==> src/rtl/mc_seq_pkg.sv <==
// Shared types and encodings for the multi-cycle RV32I sequencer.
package mc_seq_pkg;

    typedef enum logic [2:0] {
        ST_IDLE,
        ST_FETCH,
        ST_DECODE,
        ST_EXEC,
        ST_MEM,
        ST_WB,
        ST_HALT
    } state_t;

    typedef enum logic [2:0] {
        CLS_NONE,
        CLS_R,
        CLS_I,
        CLS_LW,
        CLS_SW,
        CLS_B,
        CLS_JAL
    } cls_t;

    localparam logic [6:0] OP_R   = 7'b0110011;
    localparam logic [6:0] OP_I   = 7'b0010011;
    localparam logic [6:0] OP_LW  = 7'b0000011;
    localparam logic [6:0] OP_SW  = 7'b0100011;
    localparam logic [6:0] OP_B   = 7'b1100011;
    localparam logic [6:0] OP_JAL = 7'b1101111;

    localparam logic [1:0] PC_PLUS4  = 2'b00;
    localparam logic [1:0] PC_BRANCH = 2'b01;
    localparam logic [1:0] PC_JUMP   = 2'b10;
    localparam logic [1:0] PC_ENTRY  = 2'b11;

    localparam logic [1:0] WB_ALU = 2'b00;
    localparam logic [1:0] WB_MEM = 2'b01;
    localparam logic [1:0] WB_PC4 = 2'b10;

    localparam logic [1:0] ALU_ADD    = 2'b00;
    localparam logic [1:0] ALU_BRANCH = 2'b01;
    localparam logic [1:0] ALU_RTYPE  = 2'b10;

endpackage

==> src/rtl/mc_seq_decode.sv <==
// Combinational opcode classifier; anything outside the supported subset is illegal.
module mc_seq_decode
    import mc_seq_pkg::*;
(
    input  logic [6:0] opcode,
    output cls_t       cls,
    output logic       illegal
);

    always_comb begin
        cls     = CLS_NONE;
        illegal = 1'b0;
        case (opcode)
            OP_R:    cls = CLS_R;
            OP_I:    cls = CLS_I;
            OP_LW:   cls = CLS_LW;
            OP_SW:   cls = CLS_SW;
            OP_B:    cls = CLS_B;
            OP_JAL:  cls = CLS_JAL;
            default: illegal = 1'b1;
        endcase
    end

endmodule

==> src/rtl/mc_seq.sv <==
// Multi-cycle control sequencer: per-state datapath enables, req/ready memory
// handshakes, and retired-instruction / cycle counters.
module mc_seq
    import mc_seq_pkg::*;
#(
    parameter int CNT_W = 32
) (
    input  logic             clk,
    input  logic             rst_n,
    input  logic             start,
    input  logic [6:0]       opcode,
    input  logic             zero,
    input  logic             imem_ready,
    input  logic             dmem_ready,
    output logic             imem_req,
    output logic             dmem_req,
    output logic             mem_read,
    output logic             mem_write,
    output logic             ir_we,
    output logic             pc_we,
    output logic [1:0]       pc_sel,
    output logic             reg_we,
    output logic [1:0]       wb_sel,
    output logic             alu_src,
    output logic [1:0]       alu_op,
    output logic             halted,
    output logic [CNT_W-1:0] instret,
    output logic [CNT_W-1:0] cycles
);

    state_t state, state_nx;
    cls_t   cls_q, cls_dec;
    logic   illegal;
    logic   retire;

    mc_seq_decode u_decode (
        .opcode  (opcode),
        .cls     (cls_dec),
        .illegal (illegal)
    );

    always_ff @(posedge clk) begin
        if (!rst_n) begin
            state   <= ST_IDLE;
            cls_q   <= CLS_NONE;
            instret <= '0;
            cycles  <= '0;
        end else begin
            state <= state_nx;
            if (state == ST_DECODE) cls_q <= cls_dec;
            if (retire) instret <= instret + CNT_W'(1);
            if (state != ST_IDLE && state != ST_HALT) cycles <= cycles + CNT_W'(1);
        end
    end

    always_comb begin
        state_nx  = state;
        imem_req  = 1'b0;
        dmem_req  = 1'b0;
        mem_read  = 1'b0;
        mem_write = 1'b0;
        ir_we     = 1'b0;
        pc_we     = 1'b0;
        pc_sel    = PC_PLUS4;
        reg_we    = 1'b0;
        wb_sel    = WB_ALU;
        alu_src   = 1'b0;
        alu_op    = ALU_ADD;
        halted    = 1'b0;
        retire    = 1'b0;
        case (state)
            ST_IDLE: begin
                // Gating with rst_n keeps every output low while reset is held.
                if (start && rst_n) begin
                    pc_we    = 1'b1;
                    pc_sel   = PC_ENTRY;
                    state_nx = ST_FETCH;
                end
            end
            ST_FETCH: begin
                imem_req = 1'b1;
                ir_we    = imem_ready;
                if (imem_ready) state_nx = ST_DECODE;
            end
            ST_DECODE: state_nx = illegal ? ST_HALT : ST_EXEC;
            ST_EXEC: begin
                case (cls_q)
                    CLS_R: begin
                        alu_op   = ALU_RTYPE;
                        state_nx = ST_WB;
                    end
                    CLS_I: begin
                        alu_src  = 1'b1;
                        state_nx = ST_WB;
                    end
                    CLS_LW, CLS_SW: begin
                        alu_src  = 1'b1;
                        state_nx = ST_MEM;
                    end
                    CLS_B: begin
                        alu_op   = ALU_BRANCH;
                        pc_we    = 1'b1;
                        pc_sel   = zero ? PC_BRANCH : PC_PLUS4;
                        retire   = 1'b1;
                        state_nx = ST_FETCH;
                    end
                    CLS_JAL: begin
                        reg_we   = 1'b1;
                        wb_sel   = WB_PC4;
                        pc_we    = 1'b1;
                        pc_sel   = PC_JUMP;
                        retire   = 1'b1;
                        state_nx = ST_FETCH;
                    end
                    default: state_nx = ST_HALT;
                endcase
            end
            ST_MEM: begin
                dmem_req  = 1'b1;
                mem_read  = (cls_q == CLS_LW);
                mem_write = (cls_q == CLS_SW);
                if (dmem_ready) begin
                    if (cls_q == CLS_LW) begin
                        state_nx = ST_WB;
                    end else begin
                        // Store retires on the completing cycle so the PC moves exactly once.
                        pc_we    = 1'b1;
                        retire   = 1'b1;
                        state_nx = ST_FETCH;
                    end
                end
            end
            ST_WB: begin
                reg_we   = 1'b1;
                wb_sel   = (cls_q == CLS_LW) ? WB_MEM : WB_ALU;
                pc_we    = 1'b1;
                retire   = 1'b1;
                state_nx = ST_FETCH;
            end
            ST_HALT: halted = 1'b1;
            default: state_nx = ST_IDLE;
        endcase
    end

endmodule
==> config.mk <==
export PLATFORM = sky130hd
export DESIGN_NAME = mc_seq
export DESIGN_NICKNAME = d
export VERILOG_FILES = /design/src/rtl/mc_seq_pkg.sv /design/src/rtl/mc_seq_decode.sv /design/src/rtl/mc_seq.sv
export SDC_FILE = /design/constraint.sdc
export NUM_CORES = 1
export LEC_CHECK = 0
export CAP_MARGIN = 30
export CORE_UTILIZATION = 35
export CTS_CLUSTER_SIZE = 12
export DETAILED_ROUTE_END_ITERATION = 10
export DONT_BUFFER_PORTS = 1
export SETUP_SLACK_MARGIN = 0.4
export SYNTH_ARGS = -nofsm -noshare
export SYNTH_HDL_FRONTEND = slang
export SYNTH_SLANG_ARGS = --single-unit
==> constraint.sdc <==
create_clock -name clk -period 5.25 [get_ports clk]
set_clock_uncertainty 0.1 [all_clocks]
set_input_delay 0.7875 -clock clk [delete_from_list [all_inputs] [get_ports clk]]
set_output_delay 0.7875 -clock clk [all_outputs]
set_load 0.02 [all_outputs]
# Yosys cells after proc, flatten, opt, wreduce, memory -nomap -nowiden
# Cells that the tools add are included.
# classes
n_eq_ne	22
n_reduce_logical	10
addsub	2
muxes	33
bitwise	1
# ops
operator	count
32-bit by 1-bit adder with 32-bit output (second input constant)	2
3-bit one-hot mux with 7 select lines	1
3-bit equality test (second input constant)	6
3-bit one-hot mux with 6 select lines	1
2-bit one-hot mux with 2 select lines	4
1-bit two-way mux	15
3-bit two-way mux	5
7-bit by 6-bit equality test with 1-bit output (second input constant)	2
7-bit equality test (second input constant)	2
3-bit by 2-bit equality test with 1-bit output (second input constant)	4
3-bit one-hot mux with 3 select lines	1
7-bit by 2-bit equality test with 1-bit output (second input constant)	1
7-bit by 5-bit equality test with 1-bit output (second input constant)	1
3-bit by 1-bit equality test with 1-bit output (second input constant)	2
2-bit two-way mux	3
2-bit != test (second input constant)	3
2-bit OR reduction	3
6-bit OR reduction	1
1-bit one-hot mux with 4 select lines	1
4-bit AND reduction	1
3-bit logical NOT	1
3-bit != test (second input constant)	1
1-bit one-hot mux with 3 select lines	1
3-bit nonzero test	1
4 further kinds	5
# totals
out_inout_bits	79
register_bits	70
input_bits	13
elab_cells	72

# Depth between registers and ports, before layout
# Gate-level depths: netlist of the first run.
# depth
word_depth	4
mapped_depth	8
mapped_depth_nobuf	7

# By module
# Synthesis of the first run repeated with hierarchy kept, for this count alone.
# unflattened
hier_cells	436
area_unflattened_um2	3634.7
# by_module_without_submodules
mod	cells_per_inst	seq_area_each_um2	instances	area_each_um2
mc_seq	422	1401.3	1	3535.9
mc_seq_decode	14	0.0	1	98.8

# Worst setup path after synthesis of the first run
# No wires, ideal clock.
# synth_timing
path_kind	in2out
startpoint	in dmem_ready
endpoint	out pc_we
t_arrival_ns	1.633
cell_stages	4
slack_ns	2.730
required_ns	4.363
path_buffers	1
path_cell_list	o21bai_4 a211o_4 buf_2 nand3_1
# synth_via
elab_chain_len	2
# synth_rtl
element	line_no	text
start, declared	mc_seq.sv:14	input logic dmem_ready,
1-bit two-way mux	mc_seq.sv:122	if (dmem_ready) begin
1-bit one-hot mux with 4 select lines	mc_seq.sv:71	case (state)
end, declared	mc_seq.sv:20	output logic pc_we,
# No other way between the ends.

# Worst setup path after layout of the first run
# layout_timing
startpoint	reg state[0]
endpoint	out ir_we
# layout_via
elab_chain_len	2
# layout_rtl
element	line_no	text
start, declared	mc_seq.sv:31	state_t state, state_nx;
start signal, assigned	mc_seq.sv:49	state <= state_nx;
3-bit by 1-bit equality test with 1-bit output	mc_seq.sv:71	
1-bit two-way mux	mc_seq.sv:71	
end, declared	mc_seq.sv:19	output logic ir_we,
# No other way between the ends.

==> run metrics, run 1 <==
Root Driver=clkbuf_8; Residual DRC=0; max-slew violations=0; Tot Pwr=~1.2 mW; Site Rows=37; placed cells=approximately 570; max cap viols=0; core area=around 10000 um2; Worst Setup Start Kind=flip-flop; final net count=460; Distinct cells, synth=52; Starting Density=36.5%; clock share of power=between 30% and 40%; CP Capture Type=output port; Synth Cell Area=about 3800 um2; # clock sinks=70; Vias/cell=between 5 and 6; Ports=around 90; Pint=850 uW; Synth Area per Inst=~8.5 um2; Async S/R FF share, synth=0%; slew margin rel.=a little under half; Vias=approximately 3200; Finish-stage setup viols=0; Slew @ Worst Pin=about 0.8 ns; Seq/Total Area, Yosys=around 37%; worst-path maximum fanout=14; post-route cell area=~4100 um2; RSZ-0062 raised after global routing=no; Num CTS Buffers=9; CTS max path bufs=2; Req. time, crit path=4.36 ns; yosys warns=0; chip width=around 110 um; Post-DP HPWL=around 6400 um; Die Footprint=between 10000 and 15000 um2; combinational share of power=15.9%; Iter 0 DRT Violations=~130; global-route wire length before repair=roughly 15000 um; routability cong.=0.762; Max Clk Rate=approximately 330 MHz; synthesized net count=between 400 and 500; Final min period=3.02 ns; Total GRT Usage=roughly 17%; CTS tree=built; Fin Setup TNS=0 ns; EDFF count, synth=0; Congestion Overflow GR=0; Net Sw Power=393 uW; Post-Syn Instances=~450; Post-CTS Setup Inserts=0; # hold bufs at CTS=0; flops & latches, synth=70; worst skew pair latency=between 0.3 and 0.4 ns; fill cell count=approximately 1100; largest net degree at the start of global routing=47; DRT Wirelength=slightly above 9000 um; Sw Share=a little under a third; Placed Area=3890 um2; synthesis-to-finish area growth=7.34%; Hold WC Path Type=reg -> reg; Final period util=57.5%; endpoints failing hold=0; Final ANT Viol Nets=0; vias in the first global route=between 2000 and 3000; WL per Instance=~16 um; maximum vdd drop=0.148 mV; CP Class=reg -> out; Buffers on Ports=0; Top FF cell, synth=dfxtp_1; status=completed; H-tree depth=3; Clock transition at path regs=about 0.08 ns; n_diodes=0; filler-free cell count of the finished design=between 500 and 600; Post-CTS Resized=0; pwr dens=a little over 300 nW/um2; Die H=roughly 110 um; Worst Path Arrival=about 2.1 ns; initial antenna violation count=0; static leakage=roughly 1.3 nW; first drt pass iteration count=4; Sequential Power Share=about half; layout cells sized above 1=just under 8%
-- synth_stat cells, types with 2 or more instances --
library cell,number,area share (%)
buf_1,2,0.20
nand3b_4,2,1.1
o2111ai_1,4,0.92
clkbuf_1,14,1.4
nand3_1,22,2.9
nand4_1,12,2.0
buf_2,4,0.53
xor2_1,9,2.1
nor3_1,17,2.2
or4_1,2,0.39
dfxtp_1,70,37
and2_1,7,1.2
nor2_1,60,5.9
buf_6,2,0.59
nand2_1,32,3.2
a21o_1,6,1.2
a2111oi_2,5,2.0
a21oi_1,23,3.0
nor4_1,12,2.0
a211oi_1,3,0.59
inv_1,21,2.1
xnor2_1,40,9.2
o31ai_1,2,0.39
o211ai_1,2,0.39
o21ai_0,14,1.8
mux2i_1,2,0.53
and3_1,9,1.5
ha_1,6,2.0
nand2b_1,5,0.82
a2111oi_4,3,2.2
or3_1,7,1.2
and4_1,10,2.3
-- layer usage --
layer	part of all wire, %	global-route usage, %	up-vias
li1	-	-	1566
met1	45	20.6	1507
met2	45	25.0	97
met3	9.6	7.85	9
met4	1.3	5.95	0
met5	0	0	-
-- per-stage QoR --
step           hold WS (ns)  utilization, %  setup WS, ns
6_report              0.425            39.2          2.23
2_1_floorplan         0.365               -          2.73
3_3_place_gp          0.386            37.4          2.63
3_5_place_dp          0.406            37.4          2.59
4_1_cts               0.424            39.2          2.20
5_1_grt               0.435            39.2          2.08
-- area by class of cell --
| type | count | area [um2] | area share, % |
|---|---|---|---|
| multi-input combinational | 335 | 2220 | 54.3 |
| inverter | 22 | 82.6 | 2.02 |
| tap | 136 | 170 | 4.17 |
| sequential | 70 | 1400 | 34.3 |
| clock buffer | 11 | 141 | 3.46 |
| clock inverter | 4 | 47.5 | 1.16 |
| timing repair buffer | 3 | 22.5 | 0.552 |
-- sequential cells by signal, indices dropped and copies added, names as in the netlist --
register	cells
cycles	32
cls_q	3
state	3
instret	32
-- layout by cell type, fill, tap and decap left out, types with 2 or more instances in the layout --
cell       netlist  layout
a2111oi_2        5       5
a2111oi_4        3       3
a211oi_1         3       3
a21o_1           6       6
a21oi_1         23      23
and2_1           7       7
and3_1           9       9
and4_1          10      10
buf_4            0       3
clkbuf_8         0      10
clkinv_2         0       2
dfxtp_1         70      70
ha_1             6       6
inv_1           21      21
mux2i_1          2       2
nand2_1         32      32
nand2b_1         5       5
nand3_1         22      22
nand3b_4         2       2
nand4_1         12      12
nor2_1          60      60
nor3_1          17      17
nor4_1          12      12
o2111ai_1        4       4
o211ai_1         2       2
o21ai_0         14      14
o31ai_1          2       2
or3_1            7       7
or4_1            2       2
xnor2_1         40      40
xor2_1           9       9
-- logic make-up after synthesis --
family / after synthesis / synth area share, %
AND/OR/NAND/NOR: 204 / 28.2
AO/OA/AOI/OAI: 74 / 16.3
flip-flops: 70 / 36.9
XOR/XNOR: 49 / 11.3
buffers and inverters: 44 / 4.87
adder cells (fa/ha/maj): 6 / 1.97
multiplexers: 2 / 0.527
-- worst paths after layout --
kind | to | cells after the start | start | slack, ns
worst min register to register | cls_q[1] | 2 | cls_q[1] | 0.42
worst max-delay path | ir_we | 3 | state[0] | 2.23
worst max register to register | instret[27] | 5 | instret[3] | 2.60
worst min-delay path | cls_q[1] | 2 | cls_q[1] | 0.42
-- critical path, cell delays in order, from the launching register on --
cell and delay (ns):
dfxtp_1 0.66, inv_1 0.14, nor3_1 0.64, and2_1 0.34
-- power by group through the flow --
stage	sequential, mW	clock [mW]	combinational (mW)
6_report	0.609	0.437	0.197
5_1_grt	0.616	0.475	0.218
4_1_cts	0.609	0.453	0.199
3_5_place_dp	0.621	0	0.197
3_3_place_gp	0.619	0	0.194
2_1_floorplan	0.587	0	0.214
(Power assumes the default switching activity.)
==> run 2, diff against run 1 <==
clock period = 2.5 ns   (was 5.25 ns; I/O delays follow)
==> run 2 against run 1 <==
Cell area up 12%. Die area unchanged. Core utilization up 4.6 points. Register-to-register slack worse by 2.1 ns. Wire length up 3.3%. Cell count up 6.5%. Combinational power rose to 2.7 times the previous value. Hold slack worse by 0.40 ns. Sequential cell count unchanged. Sequential share of layout area down 3.2 points. Setup slack worse by 1.8 ns. Global-route usage up 0.24 points. Critical path type unchanged. Largest cell class unchanged. Highest routed layer unchanged.
==> run metrics, run 2 (same netlist as run 1, synthesis figures left out) <==
max-slew violations=0 (unchanged); Setup crit start=state[2]; initial antenna violation count=0 (unchanged); Worst R2R End=instret[15]; Iter 0 DRT Violations=121 (-9.7%); Slew @ Worst Pin=0.630 ns (-0.178 ns); chip width=106 um (unchanged); CP endpoint=reg_we; Worst R2R Start=cls_q[1]; Finish-stage setup viols=0 (unchanged); core area=10400 um2 (unchanged); layout cells sized above 1=19.7% (+12 points); H-tree depth=3 (unchanged); Total GRT Usage=16.9% (+0.24 points); CTS tree=built; Vias/cell=5.35 (-2.3%); status=completed; path depth of the worst reg2reg path=9 (+4); Max Clk Rate=between 400 and 500 MHz; Buffers on Ports=0 (unchanged); maximum vdd drop=0.332 mV (+120%); n_diodes=0 (unchanged); # hold bufs at CTS=0 (unchanged); Worst Path Arrival=1.57 ns (-0.56 ns); synthesis-to-finish area growth=19.9%; DRT Wirelength=9370 um (+3.3%); most frequent cells in the layout=61 x dfxtp_1, 59 x nor2_1, 40 x xnor2_1, 37 x buf_4, 32 x nand2_1; most common cell after layout, fill and taps aside=dfxtp_1; final net count=497 (+8.0%); Hold Worst Slack=0.0275 ns (-0.397 ns); # clock sinks=70 (unchanged); placed cells=595 (+5.1%); Vias=3309 (+4.1%); slew margin rel.=57.6% (+12 points); Final min period=between 2 and 2.5 ns; Congestion Overflow GR=0 (unchanged); Die H=106 um (unchanged); routability cong.=0.775 (+1.7%); pwr dens=598 nW/um2 (+96%); worst skew pair latency=0.36 ns (+0.02 ns); Req. time, crit path=2.03 ns (-2.33 ns); Ports=92 (unchanged); largest net degree at the start of global routing=47 (unchanged); WL per Instance=15.1 um (-3.0%); Hold WC Path Type=in -> reg; max cap viols=0 (unchanged); Post-DP HPWL=6580 um (+2.6%); Root Driver=clkbuf_8; RSZ-0062 raised after global routing=yes; worst-path maximum fanout=11 (-3); fill cell count=1005 (-5.9%); CP Capture Type=output port; Final ANT Viol Nets=0 (unchanged); vias in the first global route=3067 (+3.2%); first drt pass iteration count=4 (unchanged); global-route wire length before repair=15000 um (+1.1%); CTS max path bufs=2 (unchanged); static leakage=1.53 nW (+17%); Residual DRC=0 (unchanged); Num CTS Buffers=9 (unchanged); Final period util=between 80% and 90%; Starting Density=36.5% (unchanged); endpoints failing hold=0 (unchanged); R2R Setup Slk=0.48 ns (-2.12 ns); Die Footprint=11300 um2 (unchanged); Largest regs=cycles: 32 flops, instret: 32 flops; Worst Setup Start Kind=flip-flop; filler-free cell count of the finished design=619 (+6.5%); Fin Setup TNS=0 ns (unchanged); Clock transition at path regs=0.07 ns (about the same); CP Class=reg -> out; Site Rows=37 (unchanged)
-- run 2: worst min-delay path by stage --
stage	start	to	cells after the start
floorplan	cls_q[1]	cls_q[1]	2
finish	rst_n	instret[27]	1
CTS	rst_n	instret[27]	1
global placement	cls_q[1]	cls_q[1]	2
detailed placement	rst_n	instret[27]	1
global route	rst_n	instret[27]	1
-- run 2: cell type report --
class                   instances  area (um2)  share of cell area [%]
multi-input cells             335        2370                    51.9
flip-flops and latches         70        1420                    31.1
repair buffers                 40         320                    7.03
well taps                     136         170                    3.73
clock buffers                  13         159                    3.49
inverters                      22        82.6                    1.81
clock inverters                 3        42.5                   0.933
-- run 2: repair_timing --
action / in CTS / in global routing
setup buffers: 7 / 1
pin swaps: 4 / 2
resized for setup: 8 / 29
setup endpoints to repair: 13 / 35
-- run 2: report_power, final --
| group | total (mW) | internal (mW) | switching [mW] | leakage [nW] |
|---|---|---|---|---|
| clock network | 0.946 | 0.515 | 0.432 | 0.0996 |
| logic | 0.536 | 0.205 | 0.331 | 0.865 |
| registers | 1.24 | 1.16 | 0.0836 | 0.569 |
| total | 2.73 | 1.88 | 0.846 | 1.53 |
-- run 2: per-stage QoR --
step	utilization, %	total power [mW]	setup WS [ns]	instance area [um2]
6_report	43.8	2.73	0.457	4560
5_1_grt	43.8	2.87	0.378	4560
4_1_cts	42.2	2.74	0.363	4390
3_5_place_dp	39.6	1.76	0.254	4120
3_3_place_gp	39.6	1.76	0.325	4120
2_1_floorplan	-	1.68	0.432	3800
-- run 2: routing by layer --
layer / GRT usage [%] / up-vias / part of all wire [%]
li1: - / 1643 / -
met1: 21.0 / 1549 / 44
met2: 25.8 / 104 / 45
met3: 6.56 / 13 / 9.2
met4: 7.24 / 0 / 1.7
met5: 0 / - / 0
-- run 2: worst max-delay path, cell delays in order (launching register included) --
cell     delay (ns)
dfxtp_4        0.39
and3b_2        0.32
nand3_1        0.19
o21ai_0        0.31
